--- config.mk ---
export PLATFORM = sky130hd
export DESIGN_NAME = voter_plus
export DESIGN_NICKNAME = d
export VERILOG_FILES = /design/src/rtl/voter_plus.sv
export SDC_FILE = /design/constraint.sdc
export NUM_CORES = 1
export LEC_CHECK = 0
export ABC_CLOCK_PERIOD_IN_PS = 5300
export CAP_MARGIN = 20
export CORE_ASPECT_RATIO = 1.4
export CORE_MARGIN = 1
export CORE_UTILIZATION = 45
export CTS_CLUSTER_SIZE = 30
export DETAILED_ROUTE_END_ITERATION = 7
export MAX_ROUTING_LAYER = met4
export PLACE_DENSITY_LB_ADDON = 0.3
export RECOVER_POWER = 100
export SLEW_MARGIN = 20
export SYNTH_ARGS = -nofsm -noshare
export SYNTH_HDL_FRONTEND = slang
export SYNTH_SLANG_ARGS = --single-unit
--- constraint.sdc ---
create_clock -name clk -period 5.3 [get_ports clk]
set_input_delay 0.795 -clock clk [delete_from_list [all_inputs] [get_ports clk]]
set_output_delay 0.795 -clock clk [all_outputs]
set_load 0.01 [all_outputs]
--- src/rtl/voter_plus.sv ---
// Weighted, latching vote tally: 32 normal voters (weight 1), 8 VIPs (weight 4)
// and one VVIP (weight 16). Each voter is counted once until reset.
module voter_plus (
    input  logic        clk,
    input  logic        reset,
    input  logic [31:0] np,
    input  logic [7:0]  vip,
    input  logic        vvip,
    output logic [7:0]  result
);

    logic [31:0] np_q,   np_d;
    logic [7:0]  vip_q,  vip_d;
    logic        vvip_q, vvip_d;

    // Flags only ever accumulate; a ballot dropping back to 0 leaves its flag set.
    always_comb begin
        np_d   = np_q | np;
        vip_d  = vip_q | vip;
        vvip_d = vvip_q | vvip;
    end

    always_ff @(posedge clk) begin
        if (reset) begin
            np_q   <= '0;
            vip_q  <= '0;
            vvip_q <= 1'b0;
        end else begin
            np_q   <= np_d;
            vip_q  <= vip_d;
            vvip_q <= vvip_d;
        end
    end

    // Per-bit zero-extended terms summed as an adder chain.
    logic [5:0] np_terms  [32];
    logic [3:0] vip_terms [8];

    genvar gi;
    generate
        for (gi = 0; gi < 32; gi++) begin : g_np_term
            assign np_terms[gi] = {5'd0, np_q[gi]};
        end
        for (gi = 0; gi < 8; gi++) begin : g_vip_term
            assign vip_terms[gi] = {3'd0, vip_q[gi]};
        end
    endgenerate

    logic [5:0] np_count;
    logic [3:0] vip_count;
    logic [6:0] total;

    always_comb begin
        np_count = '0;
        for (int i = 0; i < 32; i++) begin
            np_count = np_count + np_terms[i];
        end
        vip_count = '0;
        for (int j = 0; j < 8; j++) begin
            vip_count = vip_count + vip_terms[j];
        end
        // Max 32 + 32 + 16 = 80, so 7 bits never overflow.
        total = {1'b0, np_count} + {1'b0, vip_count, 2'b00} + {2'b00, vvip_q, 4'b0000};
    end

    assign result = {1'b0, total};

endmodule

# Yosys cells after proc, flatten, opt, wreduce, memory -nomap -nowiden
# Index checks and enable logic that the tools add are counted.
[totals]
regBits = 41
latch_bits = 0
ramBits = 0
mem_bits_ro = 0
inputBits = 43
out_inout_bits = 8
word_cells = 46
memories = 0
[op_classes]
n_addsub = 40
n_mul = 0
n_div = 0
magnitude_cmp = 0
eq_ne = 0
n_shift = 0
n_mux = 0
bitwise_logic = 3
reduce_logical = 0
[ops]
columns = ["op", "n"]
rows = [
  ["adder 6 x 1 -> 6 bit", 26],
  ["OR 32 bit", 1],
  ["adder 4 x 1 -> 4 bit", 4],
  ["adder 3 x 1 -> 4 bit", 2],
  ["OR 8 bit", 1],
  ["adder 6 x 6 -> 7 bit", 1],
  ["adder 7 x 5 -> 7 bit", 1],
  ["adder 2 x 1 -> 3 bit", 2],
  ["adder 5 x 1 -> 6 bit", 1],
  ["adder 4 x 1 -> 5 bit", 1],
  ["adder 1 x 1 -> 2 bit", 2],
  ["OR 1 bit", 1],
]

# Logic depth before layout (Yosys ltp)
[logic_depth]
word_depth = 33
depth_mapped = 15
ltp_nobuf = 15

# Worst setup path before layout
# OpenSTA, ideal clock, no wires.
[synth_path]
path_kind = "register to output"
from = "reg vip_q[0]"
to = "out result[6]"
t_arrival_ns = 4.836
required_ns = 4.505
slack_ns = -0.331
stages_incl_launch_ff = 16
n_path_buf = 0
path_cell_list = "dfxtp_1 fa_1 inv_1 fa_1 fa_1 inv_1 ha_1 fa_1 fa_1 inv_1 fa_1 inv_1 ha_1 a211oi_1 or4b_1 o2111ai_1"
[synth_between]
elab_chain_len = 9
[synth_lines]
columns = ["element", "line_no", "text"]
rows = [
  ["from (decl)", "13", "logic [7:0] vip_q, vip_d;"],
  ["from (signal assigned)", "30", "vip_q <= vip_d;"],
  ["adder 1 x 1 -> 2 bit", "60", "vip_count = vip_count + vip_terms[j];"],
  ["adder 2 x 1 -> 3 bit", "60", ""],
  ["adder 3 x 1 -> 4 bit", "60", ""],
  ["adder 4 x 1 -> 4 bit (4 in series)", "60", ""],
  ["adder 6 x 6 -> 7 bit", "63", "total = {1'b0, np_count} + {1'b0, vip_count, 2'b00} + {2'b00, vvip_q, 4'b0000};"],
  ["adder 7 x 5 -> 7 bit", "63", ""],
  ["to (decl)", "9", "output logic [7:0] result"],
]
# Every way passes these cells.

# Worst setup path in the final report
# Ends and elaborated chain as after synthesis.

==> insert_results.sql <==
INSERT INTO impl_metrics (metric_group, metric, value, unit) VALUES
('global_routing', 'grt_first_pass_wirelength', '7330', 'µm'),
('status', 'status', 'complete, but fails checks', ''),
('worst_setup_path', 'worst-path-buf-inv', '5', ''),
('worst_setup_path', 'cell_type_with_the_highest_occurrence_count_on_the_critical_path', 'fa_1', ''),
('worst_setup_path', 'worst_setup_path_start_kind', 'flip-flop', ''),
('clocking', 'numCtsBuffers', '5', ''),
('worst_setup_path', 'setup.worst_path.end_class', 'output pin', ''),
('worst_setup_path', 'timing.critical_path.slowest_cell_delay', '530', 'ps'),
('sta', 'clock-skew-final', '0', 'ps'),
('place', 'detailedPlacementHpwl', '3190', 'µm'),
('sta', 'setup_repair_after_global_routing_missed_its_margin', 'true', ''),
('finish', 'fin_util', '64.9', '%'),
('route', 'vias_per_cell', '4.41', ''),
('sta', 'fin_crit', '5930', 'ps'),
('clocking', 'ctsHtreeMaxLevel', '2', ''),
('global_routing', 'gr-usage-met2', '32.7', '%'),
('worst_setup_path', 'setup.worst_path.class', 'flip-flop to output pin', ''),
('die', 'core', '4920', 'µm²'),
('worst_setup_path', 'critical_path_required', '4510', 'ps'),
('global_routing', 'first_global_vias', '1836', ''),
('global_routing', 'grt_util_all_layers', '17.7', '%'),
('global_routing', 'pin_count_of_the_biggest_net_entering_global_routing', '42', ''),
('worst_setup_path', 'crit_family', 'adder cells', ''),
('finish', 'fillers', '444', ''),
('place', 'finalWeightedCongestion', '0.760', ''),
('worst_setup_path', 'arrival', '5140', 'ps'),
('synthesis', 'most_area_consuming_cells_after_synthesis', 'dfxtp_1 (35%), fa_1 (25%), nor2_1 (14%)', ''),
('sta', 'final.setup.worst_slack', '-633', 'ps'),
('die', 'fp.dieW', '62.8', 'µm'),
('synthesis', 'synth_top_area_share', '35.2', '%'),
('die', 'num_rows', '30', ''),
('finish', 'n_antenna_cell', '0', ''),
('worst_hold_path', 'worst_hold_path_type', 'flip-flop to flip-flop', ''),
('finish', 'fraction_of_final_layout_cells_with_drive_strength_greater_than_1', '17.9', '%'),
('finish', 'final_cell_area', '3190', 'µm²'),
('sta', 'fmax', '169', 'MHz'),
('worst_setup_path', 'crit_chain', 'fa_1 > inv_1 > fa_1 > fa_1 > inv_2 > ha_4 > fa_1 > fa_1 > inv_2 > fa_1 > inv_2 > ha_4 > a211oi_2 > or4b_4 > o2111ai_2 > buf_2', ''),
('global_routing', 'global_route.peak_usage_layer', 'met2', ''),
('synthesis', 'syn-num-nets', '345', ''),
('synthesis', 'netlist_area', '2330', 'µm²'),
('worst_setup_path', 'worstPathMaxFanout', '2', ''),
('sta', 'finalSetupViolations', '5', ''),
('global_routing', 'grt-ovfl-total', '0', ''),
('global_routing', 'grt_util_met3', '3.40', '%'),
('status', 'violations', 'capacitance limit, slew limit, setup timing', ''),
('sta', 'hold_viol_final', '0', ''),
('sta', 'drv_slew', '42', ''),
('route', 'initialDrtViolationCount', '32', ''),
('synthesis', 'synth_warnings', '0', ''),
('place', 'buffer_ports.inserted', '49', ''),
('synthesis', 'postSynthRegisterBits', '41', ''),
('clocking', 'clk-insertion-delay-late', '290', 'ps'),
('finish', 'instances_no_fill', '394', ''),
('die', 'die_h', '87.1', 'µm'),
('worst_setup_path', 'crit_path_top_delay_cell', 'fa_1', ''),
('clocking', 'clk_pin_slew_worst_paths', '80', 'ps'),
('die', 'floorplan.initialDensity', '47.4', '%'),
('global_routing', 'global_route.usage.met1', '18.5', '%'),
('clocking', 'tritoncts_num_sinks', '41', ''),
('run', 'maxCapViolations', '1', ''),
('clocking', 'cts_tree', 'done', ''),
('clocking', 'cts_hold_repair.buffers', '0', ''),
('finish', 'nNetsFinal', '416', ''),
('route', 'routed-via-count', '1738', ''),
('die', 'die-area', '5470', 'µm²'),
('route', 'post-route-drc-count', '0', ''),
('place', 'dpl_worst_slack', '-776', 'ps'),
('synthesis', 'syn-mean-instance-area', '9.03', 'µm²'),
('synthesis', 'postSynthCellCount', '258', ''),
('finish', 'layout.cells.most_common_list', 'nor2_1 (86), inv_1 (49), clkdlybuf4s50_1 (41)', ''),
('route', 'detail_route.wl_per_cell', '10.7', 'µm');
[worst paths after layout]
path / start / endpoint / slack (ps) / cells after the start
min: np_q[5]$_SDFF_PP0_ / np_q[5]$_SDFF_PP0_ / 460 / 2
max reg2reg: np_q[9]$_SDFF_PP0_ / np_q[9]$_SDFF_PP0_ / 4430 / 4
min reg2reg: np_q[5]$_SDFF_PP0_ / np_q[5]$_SDFF_PP0_ / 460 / 2
max: vip_q[0]$_SDFF_PP0_ / result[6] / -630 / 16
[logic make-up (layout without fill, tap and decap cells)]
| group | after synthesis | after routing | share of synthesized area, % |
|---|---|---|---|
| and+or+nand+nor | 93 | 93 | 16.0 |
| DFF | 41 | 41 | 35.2 |
| buffers and inverters | 61 | 133 | 9.99 |
| xor gates and xnor gates | 3 | 3 | 1.13 |
| AOI/OAI and AO/OA | 15 | 15 | 4.57 |
| adders and majority gates | 44 | 44 | 33.0 |
| other | 1 | 1 | 0.161 |
[worst reg2reg max path, stage by stage, from the launching register on]
cell     delay (ps)
dfxtp_2         330
buf_4           120
buf_4           120
nor2_1           90
nor2_1           40
[state kept, by name (all words and copies together) (netlist names)]
| signal | flops |
|---|---|
| vvip_q | 1 |
| vip_q | 8 |
| np_q | 32 |
[synth_stat cells]
library cell and instances:
ha_1 15, o21ai_0 2, xor2_1 1, a221o_1 1, clkbuf_1 5, o21a_1 1
xnor2_1 2, nor2b_1 3, nor2_1 87, o211ai_1 1, nor3b_1 1, a211oi_1 3
a21o_2 1, a21o_1 1, a211o_1 1, inv_1 55, o2111ai_1 1, or4b_1 1
and3b_1 1, a21oi_1 3, fa_1 29, buf_4 1, conb_1 1, dfxtp_1 41
[through the flow]
| stage | setup TNS [ps] | hold slack [ps] |
|---|---|---|
| CTS | -2580 | 469 |
| floorplan | -141 | 438 |
| detailed placement | -3140 | 461 |
| global placement | -2860 | 450 |
| finish | -2270 | 464 |
| global route | -3190 | 487 |
[repair_timing]
action	CTS	global route
endpoints found under the setup margin	7	6
endpoints found under the hold margin	0	0
cloned	0	0
resized for setup	44	7
pin swaps	10	10
buffers inserted	4	1
[layer usage]
metal	share of wire [%]	up-vias
met3	3.6	7
li1	-	897
met2	54	39
met5	0	-
met1	41	795
met4	1.4	0
[cell type report]
type / instances / area, µm² / share of cell area [%]
Clock buffer: 7 / 96.3 / 3.02
Multi-Input combinational cell: 156 / 1350 / 42.4
Clock inverter: 1 / 8.76 / 0.275
Sequential cell: 41 / 828 / 26.0
Timing Repair Buffer: 70 / 619 / 19.4
Tap cell: 64 / 80.1 / 2.51
Inverter: 55 / 206 / 6.47
Power is not shown: default switching activity piles up to over one toggle a cycle in this logic, so the estimate is an artifact.
==> patch 1, RTL diff (same flow settings) <==
Take the reset off `np_q` and load it in a clocked block of its own.
--- a/src/rtl/voter_plus.sv
+++ b/src/rtl/voter_plus.sv
@@ -22,14 +22,16 @@
 
     always_ff @(posedge clk) begin
         if (reset) begin
-            np_q   <= '0;
             vip_q  <= '0;
             vvip_q <= 1'b0;
         end else begin
-            np_q   <= np_d;
             vip_q  <= vip_d;
             vvip_q <= vvip_d;
         end
+    end
+
+    always_ff @(posedge clk) begin
+        np_q <= np_d;
     end
 
     // Per-bit zero-extended terms summed as an adder chain.
Behaviour: not the same (a bounded check fails within 4 cycles, from zero or initial values and one cycle with reset high).
==> patch 1 against the unedited design <==
  * The flow finishes with violations (setup timing)
  * Routed wire length down 20%
  * Core utilization shrank 0.93 points
  * Setup slack better by 0.080 ns
  * Critical path depth unchanged
  * Final area is 2.9% lower
  * Worst hold slack lost 0.026 ns
  * Sequential cell count is the same
  * Synthesized area down 2.3%
  * Critical path type unchanged
  * Highest routed layer unchanged
==> patch 1: results (changes against the unedited design) <==
[critical_path]
critical-path-top-delay-family = adder cells
worstPathArrival_ns = 5.06  ; -0.08 ns
slowest_stage = fa_1

[synth]
async_reset_ff_share_pct = 0  ; unchanged
synth.avg_cell_area_sq_um = 10.3  ; +14%
synth_fa_ha_area_share_pct = 33.8  ; +0.78 points
synthTopCellsByCount = inv_1, dfxtp_1, or2_2
yosys-top-cells-area = dfxtp_1, fa_1, inv_1
synth-compound-area-share_pct = 4.62  ; +0.053 points
synthXorXnorAreaFrac_pct = 1.15  ; +0.027 points
yosys_warnings = 0  ; unchanged
yosysSeqAreaShare_pct = 36.1  ; +0.83 points
ys_types = 24  ; unchanged
synth_fp_nets = 309  ; -10%
synthMuxAreaShare_pct = 0  ; unchanged

[sta]
setup_tns_ns = -1.80  ; +0.468 ns
layout_setup_ws_ns = -0.553  ; +0.0801 ns
setup_violations = 6  ; +1
drv_slew = 0  ; -100%

[power_and_ir_drop]
vdd_drop_max_mv = 0.220
total_leakage_power_nw = 1.48
powerDensity_nw_per_um2 = 335

[cells_and_area]
fin_nets = 378  ; -9.1%
fin_cells = 355  ; -9.9%
reg.largest.list = np_q (32), vip_q (8), vvip_q (1)
antenna_cells = 0  ; unchanged
drive_above_1_share_pct = 28.5  ; +11 points

[cts]
htree_levels = 2  ; unchanged
numCtsBuffers = 5  ; unchanged
root_buffer = clkbuf_8

[global_routing]
globalRouteTotalUtil_pct = 14.8  ; -2.8 points
grt_pass1_vias = 1513  ; -18%
grt_pass1_wl_um = 6050  ; -17%
grt_antenna_before_repair = 0  ; unchanged
grt_start_max_net_pins = 13  ; -69%

[placed_design]
dp_hpwl_um = 2880  ; -9.7%
io_buffer_count = 49  ; unchanged
dp_slack_ns = -0.780  ; -0.00360 ns
place.gp.congestion = 0.712  ; -6.4%
placed_area_sq_um = 2960  ; -2.0%
dpl.cell_count = 347  ; -9.2%

[min_path]
hold_class = register to register

[routing]
first_pass_iters = 4  ; unchanged
avgViaCountPerCell = 4.34  ; -1.7%
drtIter0Drc = 18  ; -44%
totalWireLength_um = 3380  ; -20%

[outcome]
violations = setup timing
status = finished with violations

patch 1: cell types whose count changed after synthesis:
| cell | unedited run | this run |
|---|---|---|
| a21oi_1 | 3 | 2 |
| a31oi_1 | 0 | 1 |
| and3b_1 | 1 | 0 |
| clkbuf_1 | 5 | 1 |
| inv_1 | 55 | 56 |
| nor2_1 | 87 | 21 |
| nor3b_1 | 1 | 3 |
| o211ai_1 | 1 | 0 |
| o21ai_0 | 2 | 3 |
| or2_2 | 0 | 32 |
patch 1: worst paths after layout:
path | start | endpoint | slack, ns | depth (start not counted)
setup / recovery | vip_q[0]$_SDFF_PP0_ | result[6] | -0.55 | 16
hold / removal | np_q[0]$_DFF_P_ | np_q[0]$_DFF_P_ | 0.44 | 1
setup reg to reg | np_q[10]$_DFF_P_ | np_q[10]$_DFF_P_ | 4.58 | 1
hold reg to reg | np_q[0]$_DFF_P_ | np_q[0]$_DFF_P_ | 0.44 | 1
patch 1: repair_timing:
item | CTS | global route
buffers inserted | 0 | 1
pin swaps | 13 | 7
resized for setup | 40 | 9
endpoints found under the setup margin | 7 | 6
cloned | 0 | 0
patch 1: cell type report:
type | instances | area [sq um]
clock inverter | 1 | 8.76
clock buffer | 6 | 72.6
tap | 64 | 80.1
fill | 400 | 1750
sequential | 41 | 826
multi-input combinational | 123 | 1320
timing repair buffer | 64 | 578
inverter | 56 | 210
patch 1: routing by layer:
| metal | share of wire [%] | global-route usage [%] | vias up |
|---|---|---|---|
| li1 | - | - | 791 |
| met1 | 41 | 16.2 | 710 |
| met2 | 53 | 25.7 | 33 |
| met3 | 4.1 | 3.86 | 6 |
| met4 | 1.7 | 6.13 | 0 |
| met5 | 0 | - | - |
==> patch 2, RTL diff (same settings) <==
Made on the original files. Put a register stage on the output `result`, with the module's reset. The value now appears one clock later.
--- a/src/rtl/voter_plus.sv
+++ b/src/rtl/voter_plus.sv
@@ -63,7 +63,13 @@
         total = {1'b0, np_count} + {1'b0, vip_count, 2'b00} + {2'b00, vvip_q, 4'b0000};
     end
 
-    assign result = {1'b0, total};
+    always_ff @(posedge clk) begin
+        if (reset) begin
+            result <= '0;
+        end else begin
+            result <= {1'b0, total};
+        end
+    end
 
 endmodule
 
Behaviour: not the same (Yosys sat finds a counterexample within 4 cycles, from zero or initial values and one cycle with reset high).
==> patch 2 against the unedited design <==
  * The run ends with capacitance limit, slew limit left
  * Worst hold slack better by 0.0083 ns
  * Final cell count fell by 2.3%
  * Final area shrank 2.1%
  * Routed wire length decreased by 6.8%
  * Sequential cell count up 7
  * Setup slack better by 0.94 ns
  * Synthesized area rose by 8.4%
  * Critical endpoint is now result[6]$_SDFF_PP0_
  * Largest cell class unchanged
==> patch 2: results (changes against the unedited design) <==
[outcome]
status = finished with violations
violations = capacitance limit, slew limit

[placed_design]
dp_hpwl_um = 3170  ; -0.83%
placed_area_sq_um = 3060  ; +1.2%
dpl.cell_count = 380  ; -0.52%
dp_slack_ns = 0.321  ; +1.10 ns
io_buffer_count = 49  ; unchanged
place.gp.congestion = 0.726  ; -4.5%

[global_routing]
use_met3_pct = 3.41  ; +0.0059 points
use_met1_pct = 16.0  ; -2.5 points
grt_pass1_wl_um = 6800  ; -7.2%
grt_pass1_vias = 1741  ; -5.2%
grt_antenna_before_repair = 0  ; unchanged
grt_start_max_net_pins = 56  ; +33%
globalRouteTotalUtil_pct = 15.1  ; -2.6 points
met2_usage_pct = 26.6  ; -6.1 points

[cts]
root_buffer = clkbuf_8
cts-resized-gates = 0  ; -100%
htree_levels = 2  ; unchanged
post_cts_buffers = 0  ; -4
clockBufferDepth = 2  ; unchanged
numCtsBuffers = 5  ; unchanged

[synth]
synth.avg_cell_area_sq_um = 9.29  ; +2.9%
yosys-top-cells-area = dfxtp_1, fa_1, nor2_1
synthTopCellsByCount = nor2_1, inv_1, dfxtp_1
synthXorXnorAreaFrac_pct = 0.693  ; -0.43 points
synth_fa_ha_area_share_pct = 30.4  ; -2.6 points
ys_types = 28  ; +17%
synth-compound-area-share_pct = 3.22  ; -1.3 points
yosysSeqAreaShare_pct = 38.0  ; +2.8 points
synthMuxAreaShare_pct = 0  ; unchanged
yosys_warnings = 0  ; unchanged
synth_fp_nets = 359  ; +4.1%

[cells_and_area]
fin_cells = 385  ; -2.3%
reg.largest.list = np_q (32), vip_q (8), result (7)
antenna_cells = 0  ; unchanged
largest_register_ffs = 32  ; unchanged
drive_above_1_share_pct = 1.88  ; -16 points
fin_nets = 408  ; -1.9%

[sta]
whs_ns = 0.472  ; +0.00831 ns
skew_ns = 0.00232  ; +0.00232 ns
layout_setup_ws_ns = 0.303  ; +0.936 ns
tightestPinTransition_ns = 2.20  ; +0.390 ns
drv_slew = 56  ; +33%

[power_and_ir_drop]
total_leakage_power_nw = 1.48

[routing]
wl_met2_um = 2100  ; -7.3%
routed-wl-met3_um = 123  ; -19%
totalWireLength_um = 3920  ; -6.8%
vias = 1770  ; +1.8%
m1WireLength_um = 1630  ; -5.7%
drtIter0Drc = 77  ; +140%
top_layer_used = met4

[job]
maxCapViolCount = 1  ; unchanged

[critical_path]
worstPathArrival_ns = 5.23  ; +0.09 ns
path_max_fanout = 5  ; +3

patch 2: cell types whose count changed after synthesis, sizes merged, moves of 2 or more:
cell / delta
or4: +2
nor4b: +2
dfxtp: +7
buf: +6
nor2: -2
a21oi: -2
clkbuf: -5
nor3: +3
patch 2: critical path, delay by kind of cell, from the launching register on:
kind                     cells  cell delay, ns
buffers and inverters        4            0.18
adder cells (fa/ha/maj)      8            3.67
AO/OA/AOI/OAI                1            0.13
AND/OR/NAND/NOR              2            0.62
flip-flops                   1            0.33
patch 2: path summary, 6_finish.rpt:
| kind | from | to | depth (start not counted) |
|---|---|---|---|
| worst max-delay path | vip_q[0]$_SDFF_PP0_ | result[6]$_SDFF_PP0_ | 15 |
| worst min-delay path | vvip_q$_SDFF_PP0_ | vvip_q$_SDFF_PP0_ | 2 |
| worst max register to register | vip_q[0]$_SDFF_PP0_ | result[6]$_SDFF_PP0_ | 15 |
| worst min register to register | vvip_q$_SDFF_PP0_ | vvip_q$_SDFF_PP0_ | 2 |
patch 2: power by group:
part | switching (W) | internal (W) | total [W]
clock | 0.000105 | 0.0000851 | 0.000190
sequential | 0.0000171 | 0.000413 | 0.000430
combinational | 0.000614 | 0.000529 | 0.00114
total | 0.000736 | 0.00103 | 0.00176
patch 2: cell type report:
type / count / area, sq um
Clock buffer: 5 / 68.8
Multi-Input combinational cell: 162 / 1320
Inverter: 55 / 206
Timing Repair Buffer: 49 / 484
Sequential cell: 48 / 961
Fill cell: 495 / 2150
Tap cell: 66 / 82.6
patch 2: cells by family after synthesis:
family,Yosys count
adders and majority gates,44
AOI/OAI and AO/OA,12
DFF,48
other,1
buffers and inverters,62
and+or+nand+nor,103
xor gates and xnor gates,2
